<file path="config.mk">
export PLATFORM = sky130hd
export DESIGN_NAME = mux5_scan_ctrl_flat
export DESIGN_NICKNAME = d
export VERILOG_FILES = /design/src/rtl/mux5_scan_ctrl_if.sv /design/src/rtl/mux5_scan_ctrl.sv /design/src/flat_wrapper.sv
export SDC_FILE = /design/constraint.sdc
export NUM_CORES = 1
export LEC_CHECK = 0
export CAP_MARGIN = 30
export CORE_MARGIN = 4
export CORE_UTILIZATION = 35
export CTS_CLUSTER_DIAMETER = 80
export DETAILED_ROUTE_END_ITERATION = 8
export PLACE_DENSITY_LB_ADDON = 0.12
export REMOVE_ABC_BUFFERS = 1
export SLEW_MARGIN = 40
export SYNTH_ARGS = -nofsm -noshare
export SYNTH_HDL_FRONTEND = slang
export SYNTH_SLANG_ARGS = --single-unit
</file>
<file path="constraint.sdc">
create_clock -name clk -period 2 [get_ports clk]
set_input_delay 0.5 -clock clk [delete_from_list [all_inputs] [get_ports clk]]
set_output_delay 0.5 -clock clk [all_outputs]
set_load 0.01 [all_outputs]
</file>
<file path="src/rtl/mux5_scan_ctrl_if.sv">
// Bundle of the sweep controls, mux data and sample outputs for mux5_scan_ctrl.
// master = whoever drives start/stop and supplies m_in; slave = the sequencer.
interface mux5_scan_ctrl_if #(
    parameter int WIDTH = 3
);
    logic             start;
    logic             stop;
    logic             mode;
    logic [4:0]       chan_mask;
    logic [WIDTH-1:0] m_in;
    logic [2:0]       s;
    logic [WIDTH-1:0] sample;
    logic [2:0]       sample_ch;
    logic             sample_valid;
    logic             busy;
    logic             done;

    modport master (
        output start, stop, mode, chan_mask, m_in,
        input  s, sample, sample_ch, sample_valid, busy, done
    );

    modport slave (
        input  start, stop, mode, chan_mask, m_in,
        output s, sample, sample_ch, sample_valid, busy, done
    );
endinterface

</file>
<file path="src/rtl/mux5_scan_ctrl.sv">
// Sweeps the 5:1 mux select over the enabled channels, settles DWELL cycles, then registers a tagged sample.
// Optional MUX5_SCAN_CHGDET_EN: only strobe a sample when it differs from that channel's previous one.
module mux5_scan_ctrl #(
    parameter int WIDTH = 3,
    parameter int DWELL = 4
) (
    input logic              clk,
    input logic              rst_n,
    mux5_scan_ctrl_if.slave  bus
);

    typedef enum logic [1:0] {
        IDLE    = 2'd0,
        SETTLE  = 2'd1,
        CAPTURE = 2'd2
    } state_t;

    state_t           state_q, state_d;
    logic [7:0]       cnt_q, cnt_d;
    logic [4:0]       mask_q, mask_d;
    logic             mode_q, mode_d;
    logic [2:0]       s_q, s_d;
    logic [WIDTH-1:0] sample_q, sample_d;
    logic [2:0]       sample_ch_q, sample_ch_d;
    logic             valid_q, valid_d;
    logic             busy_q, busy_d;
    logic             done_q, done_d;
    logic             emit;

`ifdef MUX5_SCAN_CHGDET_EN
    logic [WIDTH-1:0] hist_q [5];
    logic [WIDTH-1:0] hist_d [5];
    logic [4:0]       hvld_q, hvld_d;
`endif

    // Result is {found, index} of the lowest enabled channel at or above 'from'.
    function automatic logic [3:0] findFrom(input logic [4:0] mask, input logic [2:0] from);
        logic [3:0] hit;
        hit = 4'd0;
        for (int i = 4; i >= 0; i--) begin
            if (mask[i] && (3'(i) >= from)) hit = {1'b1, 3'(i)};
        end
        return hit;
    endfunction

    logic [3:0] start_hit, first_hit, next_hit;
    assign start_hit = findFrom(bus.chan_mask, 3'd0);
    assign first_hit = findFrom(mask_q, 3'd0);
    assign next_hit  = findFrom(mask_q, s_q + 3'd1);

    always_ff @(posedge clk or negedge rst_n) begin
        if (!rst_n) begin
            state_q     <= IDLE;
            cnt_q       <= 8'd0;
            mask_q      <= 5'd0;
            mode_q      <= 1'b0;
            s_q         <= 3'd0;
            sample_q    <= '0;
            sample_ch_q <= 3'd0;
            valid_q     <= 1'b0;
            busy_q      <= 1'b0;
            done_q      <= 1'b0;
`ifdef MUX5_SCAN_CHGDET_EN
            for (int i = 0; i < 5; i++) hist_q[i] <= '0;
            hvld_q      <= 5'd0;
`endif
        end else begin
            state_q     <= state_d;
            cnt_q       <= cnt_d;
            mask_q      <= mask_d;
            mode_q      <= mode_d;
            s_q         <= s_d;
            sample_q    <= sample_d;
            sample_ch_q <= sample_ch_d;
            valid_q     <= valid_d;
            busy_q      <= busy_d;
            done_q      <= done_d;
`ifdef MUX5_SCAN_CHGDET_EN
            hist_q      <= hist_d;
            hvld_q      <= hvld_d;
`endif
        end
    end

    always_comb begin
        state_d = state_q;
        unique case (state_q)
            IDLE: begin
                if (bus.start && (bus.chan_mask != 5'd0)) state_d = SETTLE;
            end
            SETTLE: begin
                if (bus.stop)                       state_d = IDLE;
                else if (cnt_q == 8'(DWELL - 1))    state_d = CAPTURE;
            end
            CAPTURE: begin
                if (bus.stop)                       state_d = IDLE;
                else if (next_hit[3] || mode_q)     state_d = SETTLE;
                else                                state_d = IDLE;
            end
            default: state_d = IDLE;
        endcase
    end

    // Stop always wins over a capture: the sweep ends with Done and no strobe.
    always_comb begin
        cnt_d       = cnt_q;
        mask_d      = mask_q;
        mode_d      = mode_q;
        s_d         = s_q;
        sample_d    = sample_q;
        sample_ch_d = sample_ch_q;
        valid_d     = 1'b0;
        busy_d      = busy_q;
        done_d      = 1'b0;
        emit        = 1'b1;
`ifdef MUX5_SCAN_CHGDET_EN
        hist_d      = hist_q;
        hvld_d      = hvld_q;
`endif
        unique case (state_q)
            IDLE: begin
                if (bus.start) begin
                    if (start_hit[3]) begin
                        mask_d = bus.chan_mask;
                        mode_d = bus.mode;
                        s_d    = start_hit[2:0];
                        cnt_d  = 8'd0;
                        busy_d = 1'b1;
                    end else begin
                        done_d = 1'b1;
                    end
                end
            end
            SETTLE: begin
                if (bus.stop) begin
                    busy_d = 1'b0;
                    done_d = 1'b1;
                    cnt_d  = 8'd0;
                end else begin
                    cnt_d = cnt_q + 8'd1;
                end
            end
            CAPTURE: begin
                if (bus.stop) begin
                    busy_d = 1'b0;
                    done_d = 1'b1;
                    cnt_d  = 8'd0;
                end else begin
`ifdef MUX5_SCAN_CHGDET_EN
                    emit           = !hvld_q[s_q] || (hist_q[s_q] != bus.m_in);
                    hist_d[s_q]    = bus.m_in;
                    hvld_d[s_q]    = 1'b1;
`endif
                    if (emit) begin
                        sample_d    = bus.m_in;
                        sample_ch_d = s_q;
                        valid_d     = 1'b1;
                    end
                    cnt_d = 8'd0;
                    if (next_hit[3]) begin
                        s_d = next_hit[2:0];
                    end else if (mode_q) begin
                        s_d = first_hit[2:0];
                    end else begin
                        busy_d = 1'b0;
                        done_d = 1'b1;
                    end
                end
            end
            default: begin
                busy_d = 1'b0;
            end
        endcase
    end

    assign bus.s            = s_q;
    assign bus.sample       = sample_q;
    assign bus.sample_ch    = sample_ch_q;
    assign bus.sample_valid = valid_q;
    assign bus.busy         = busy_q;
    assign bus.done         = done_q;

endmodule

</file>
<file path="src/flat_wrapper.sv">
// flat-port wrapper written by rule: the top's interface ports become plain ports
module mux5_scan_ctrl_flat 
#(
    parameter int WIDTH = 3,
    parameter int DWELL = 4
)
  (clk, rst_n, bus_start, bus_stop, bus_mode, bus_chan_mask, bus_m_in, bus_s, bus_sample, bus_sample_ch, bus_sample_valid, bus_busy, bus_done);
  mux5_scan_ctrl_if #(.WIDTH(WIDTH)) bus_i ();
  input logic clk;
  input logic rst_n;
  input wire logic [$bits(bus_i.start)-1:0] bus_start;
  input wire logic [$bits(bus_i.stop)-1:0] bus_stop;
  input wire logic [$bits(bus_i.mode)-1:0] bus_mode;
  input wire logic [$bits(bus_i.chan_mask)-1:0] bus_chan_mask;
  input wire logic [$bits(bus_i.m_in)-1:0] bus_m_in;
  output wire logic [$bits(bus_i.s)-1:0] bus_s;
  output wire logic [$bits(bus_i.sample)-1:0] bus_sample;
  output wire logic [$bits(bus_i.sample_ch)-1:0] bus_sample_ch;
  output wire logic [$bits(bus_i.sample_valid)-1:0] bus_sample_valid;
  output wire logic [$bits(bus_i.busy)-1:0] bus_busy;
  output wire logic [$bits(bus_i.done)-1:0] bus_done;
  assign bus_i.start = bus_start;
  assign bus_i.stop = bus_stop;
  assign bus_i.mode = bus_mode;
  assign bus_i.chan_mask = bus_chan_mask;
  assign bus_i.m_in = bus_m_in;
  assign bus_s = bus_i.s;
  assign bus_sample = bus_i.sample;
  assign bus_sample_ch = bus_i.sample_ch;
  assign bus_sample_valid = bus_i.sample_valid;
  assign bus_busy = bus_i.busy;
  assign bus_done = bus_i.done;
  mux5_scan_ctrl #(.WIDTH(WIDTH), .DWELL(DWELL)) u_core (.clk(clk), .rst_n(rst_n), .bus(bus_i));
endmodule
</file>
==> flow_summary.json <==
{
  "tritoncts": "built",
  "maxCapViolations": 0,
  "rsz0062_at_grt": "true",
  "p_seq_frac": 0.389,
  "place_congestion": 0.8226,
  "cts_buffer_depth": 2,
  "worst_slew_pin_slew_ns": 0.4980,
  "endpoint_kind": "flip-flop",
  "yosysUniqueCellTypes": 44,
  "final_cell_mix": "28 x dfrtp_1, 24 x clkdlybuf4s50_1, 21 x buf_4, 13 x nor2_1, 12 x mux2_2",
  "power.leakage_nw": 0.9299,
  "fin_crit_sh": 1.081,
  "yosysTopAreaCellShare": 0.4527,
  "worstSetupStartpointType": "flip-flop",
  "drv_slew": 0,
  "die_w_um": 74.50,
  "worstHoldPathType": "reg -> reg",
  "initial_core_util": 0.3735,
  "grt_overflow": 0,
  "place_area_um2": 1993,
  "synth.yosys.warnings": 0,
  "synthTopCellsByArea": "dfrtp_1 45%, mux2_2 8.7%, ha_1 4.0%, xnor2_1 3.4%, nor2_1 3.2%",
  "ant_nets": 0,
  "drive_gt1_frac": 0.2880,
  "synthesis.area_um2": 1548,
  "insertion_delay_ns": 0.28,
  "place_hpwl_mm": 2.582,
  "status": "finished with violations",
  "grt_pass1_vias": 1240,
  "synth-seq-area-share": 0.4527,
  "path_class": "reg -> reg",
  "wl_per_cell_um": 14.95,
  "power_density_nw_per_um2": 874.4,
  "core-area_um2": 4144,
  "relSlewSlack": 0.6594,
  "grt_use_total": 0.1353,
  "area_growth_pct": 39.77,
  "p_switching_mw": 0.5888,
  "setup_slack_ns": -0.1612,
  "fp.dieArea_um2": 5550,
  "p_clk_frac": 0.240,
  "syn_inst": 143,
  "antenna_found_initial": 0,
  "required_ns": 2.17,
  "ys_ff_latch": 28,
  "vias_per_cell": 5.253,
  "async_flop_share": 1.000,
  "numCtsBuffers": 3,
  "synth_area_leader_cell": "dfrtp_1",
  "rows": 23,
  "totalWireLength_mm": 3.604,
  "n_antenna_cell": 0,
  "hold_buffers": 0,
  "clkSinkCount": 28,
  "finalSetupViolCount": 6,
  "failed_checks": "negative setup slack",
  "fin_skew_ns": 0.007610,
  "pwr-share-comb": 0.371,
  "p_total_mw": 1.892,
  "drtIter0Drc": 72,
  "cts_root_buf": "clkbuf_8",
  "drc": 0,
  "avgSynthCellArea_um2": 10.82,
  "final_area_um2": 2163,
  "whs_ns": 0.5171,
  "swShare": 0.3113,
  "nets": 210,
  "io_pins": 25,
  "dr_total_vias": 1266,
  "cts.clk_slew.worst_paths_ns": 0.09,
  "arrival_ns": 2.33,
  "internal_power_mw": 1.303,
  "die_h_um": 74.50,
  "mostFrequentLayoutCell": "dfrtp_1",
  "cts_max_level": 1,
  "peakVddDrop_mv": 0.2979,
  "grt_first_pass_wirelength_mm": 5.775,
  "finalHoldViolCount": 0,
  "io_buffers": 24,
  "max_freq_ghz": 0.4627,
  "synth_edf_count": 0,
  "grt_max_degree": 29,
  "fin_crit_ns": 2.161,
  "cp_max_fo": 5,
  "drt_pass1_iterations": 4,
  "synth_ff_type": "dfrtp_1"
}
-- path summary, 6_finish.rpt --
path                                               from                 endpoint  slack [ns]  cells past startpoint
worst max-delay path                    u_core.bus.s[0]          u_core.bus.s[2]       -0.16                      7
worst min-delay path            u_core.bus.sample_ch[1]  u_core.bus.sample_ch[1]        0.52                      1
worst max register to register          u_core.bus.s[0]          u_core.bus.s[2]       -0.16                      7
worst min register to register  u_core.bus.sample_ch[1]  u_core.bus.sample_ch[1]        0.52                      1
max in group asynchronous                         rst_n  u_core.bus.sample_ch[1]        1.14                      2
min in group asynchronous                         rst_n         u_core.mask_q[4]        0.58                      2
-- state kept, by name (all words and copies together), names as in the netlist --
register,count
u_core.bus.busy,1
u_core.bus.done,1
u_core.bus.s,3
u_core.bus.sample,3
u_core.bus.sample_ch,3
u_core.bus.sample_valid,1
u_core.cnt_q,8
u_core.mask_q,5
u_core.mode_q,1
u_core.state_q,2
-- worst max-delay path, cell delays in order, from the launching register on --
cell and delay [ns]:
dfrtp_1 0.43, inv_2 0.06, ha_4 0.26, or3b_4 0.40
o211ai_4 0.21, nand4_4 0.13, a21boi_4 0.23, mux2_4 0.32
-- metrics by stage --
stage	utilization	setup slack (ns)	std cells	setup TNS, ns
2_1_floorplan	-	-0.1995	141	-0.6954
3_3_place_gp	0.4810	-0.1692	235	-1.628
3_5_place_dp	0.4810	-0.2295	235	-2.250
4_1_cts	0.5118	-0.1960	241	-0.8893
5_1_grt	0.5220	-0.2629	241	-1.364
6_report	0.5220	-0.1612	241	-0.7434
-- Yosys cell counts, types with 4 or more instances --
| master | number |
|---|---|
| o21ai_0 | 4 |
| mux2_2 | 12 |
| nand3_1 | 5 |
| a211oi_1 | 6 |
| nor2_1 | 13 |
| dfrtp_1 | 28 |
| inv_1 | 6 |
| nand2_1 | 11 |
| xnor2_1 | 6 |
| ha_1 | 5 |
-- per-layer routing --
| metal | wire length [um] | track usage | share of wire | vias to the layer above |
|---|---|---|---|---|
| met2 | 1592 | 0.1971 | 0.44 | 46 |
| met5 | 0 | 0 | 0 | - |
| met1 | 1733 | 0.1955 | 0.48 | 598 |
| met4 | 63 | 0.05534 | 0.017 | 0 |
| met3 | 214 | 0.02703 | 0.059 | 7 |
| li1 | - | - | - | 615 |
-- logic make-up (layout without fill, tap and decap cells) --
group | count (synthesis) | count (layout) | synth area share
flops | 28 | 28 | 0.4527
xor+xnor | 8 | 8 | 0.05012
fa+ha+maj | 5 | 5 | 0.04042
simple gates | 49 | 49 | 0.1665
mux | 15 | 15 | 0.1091
compound gates | 30 | 30 | 0.1617
buf+inv | 8 | 56 | 0.01940
-- what timing repair did --
item / CTS / global route
endpoints found under the setup margin: 6 / 6
setup buffers: 2 / 0
endpoints found under the hold margin: 0 / 0
resized for setup: 10 / 5
pin swaps: 5 / 4
-- area by class of cell --
class                           instances  area [um^2]
Clock buffer                            3        41.29
Clock inverter                          1        30.03
Sequential cell                        28        700.7
Fill cell                             370         1981
Multi-Input combinational cell        107        897.1
Inverter                                6        22.52
Timing Repair Buffer                   46        409.1
Tap cell                               50        62.56
-- power groups by stage --
stage / Clock, mW / Sequential [mW] / Combinational [mW]
global route: 0.485 / 0.745 / 0.761
global placement: 0 / 0.737 / 0.585
floorplan: 0 / 0.743 / 0.314
finish: 0.455 / 0.736 / 0.701
CTS: 0.461 / 0.729 / 0.658
detailed placement: 0 / 0.739 / 0.595
No activity file was read; power rests on OpenSTA's default activity.
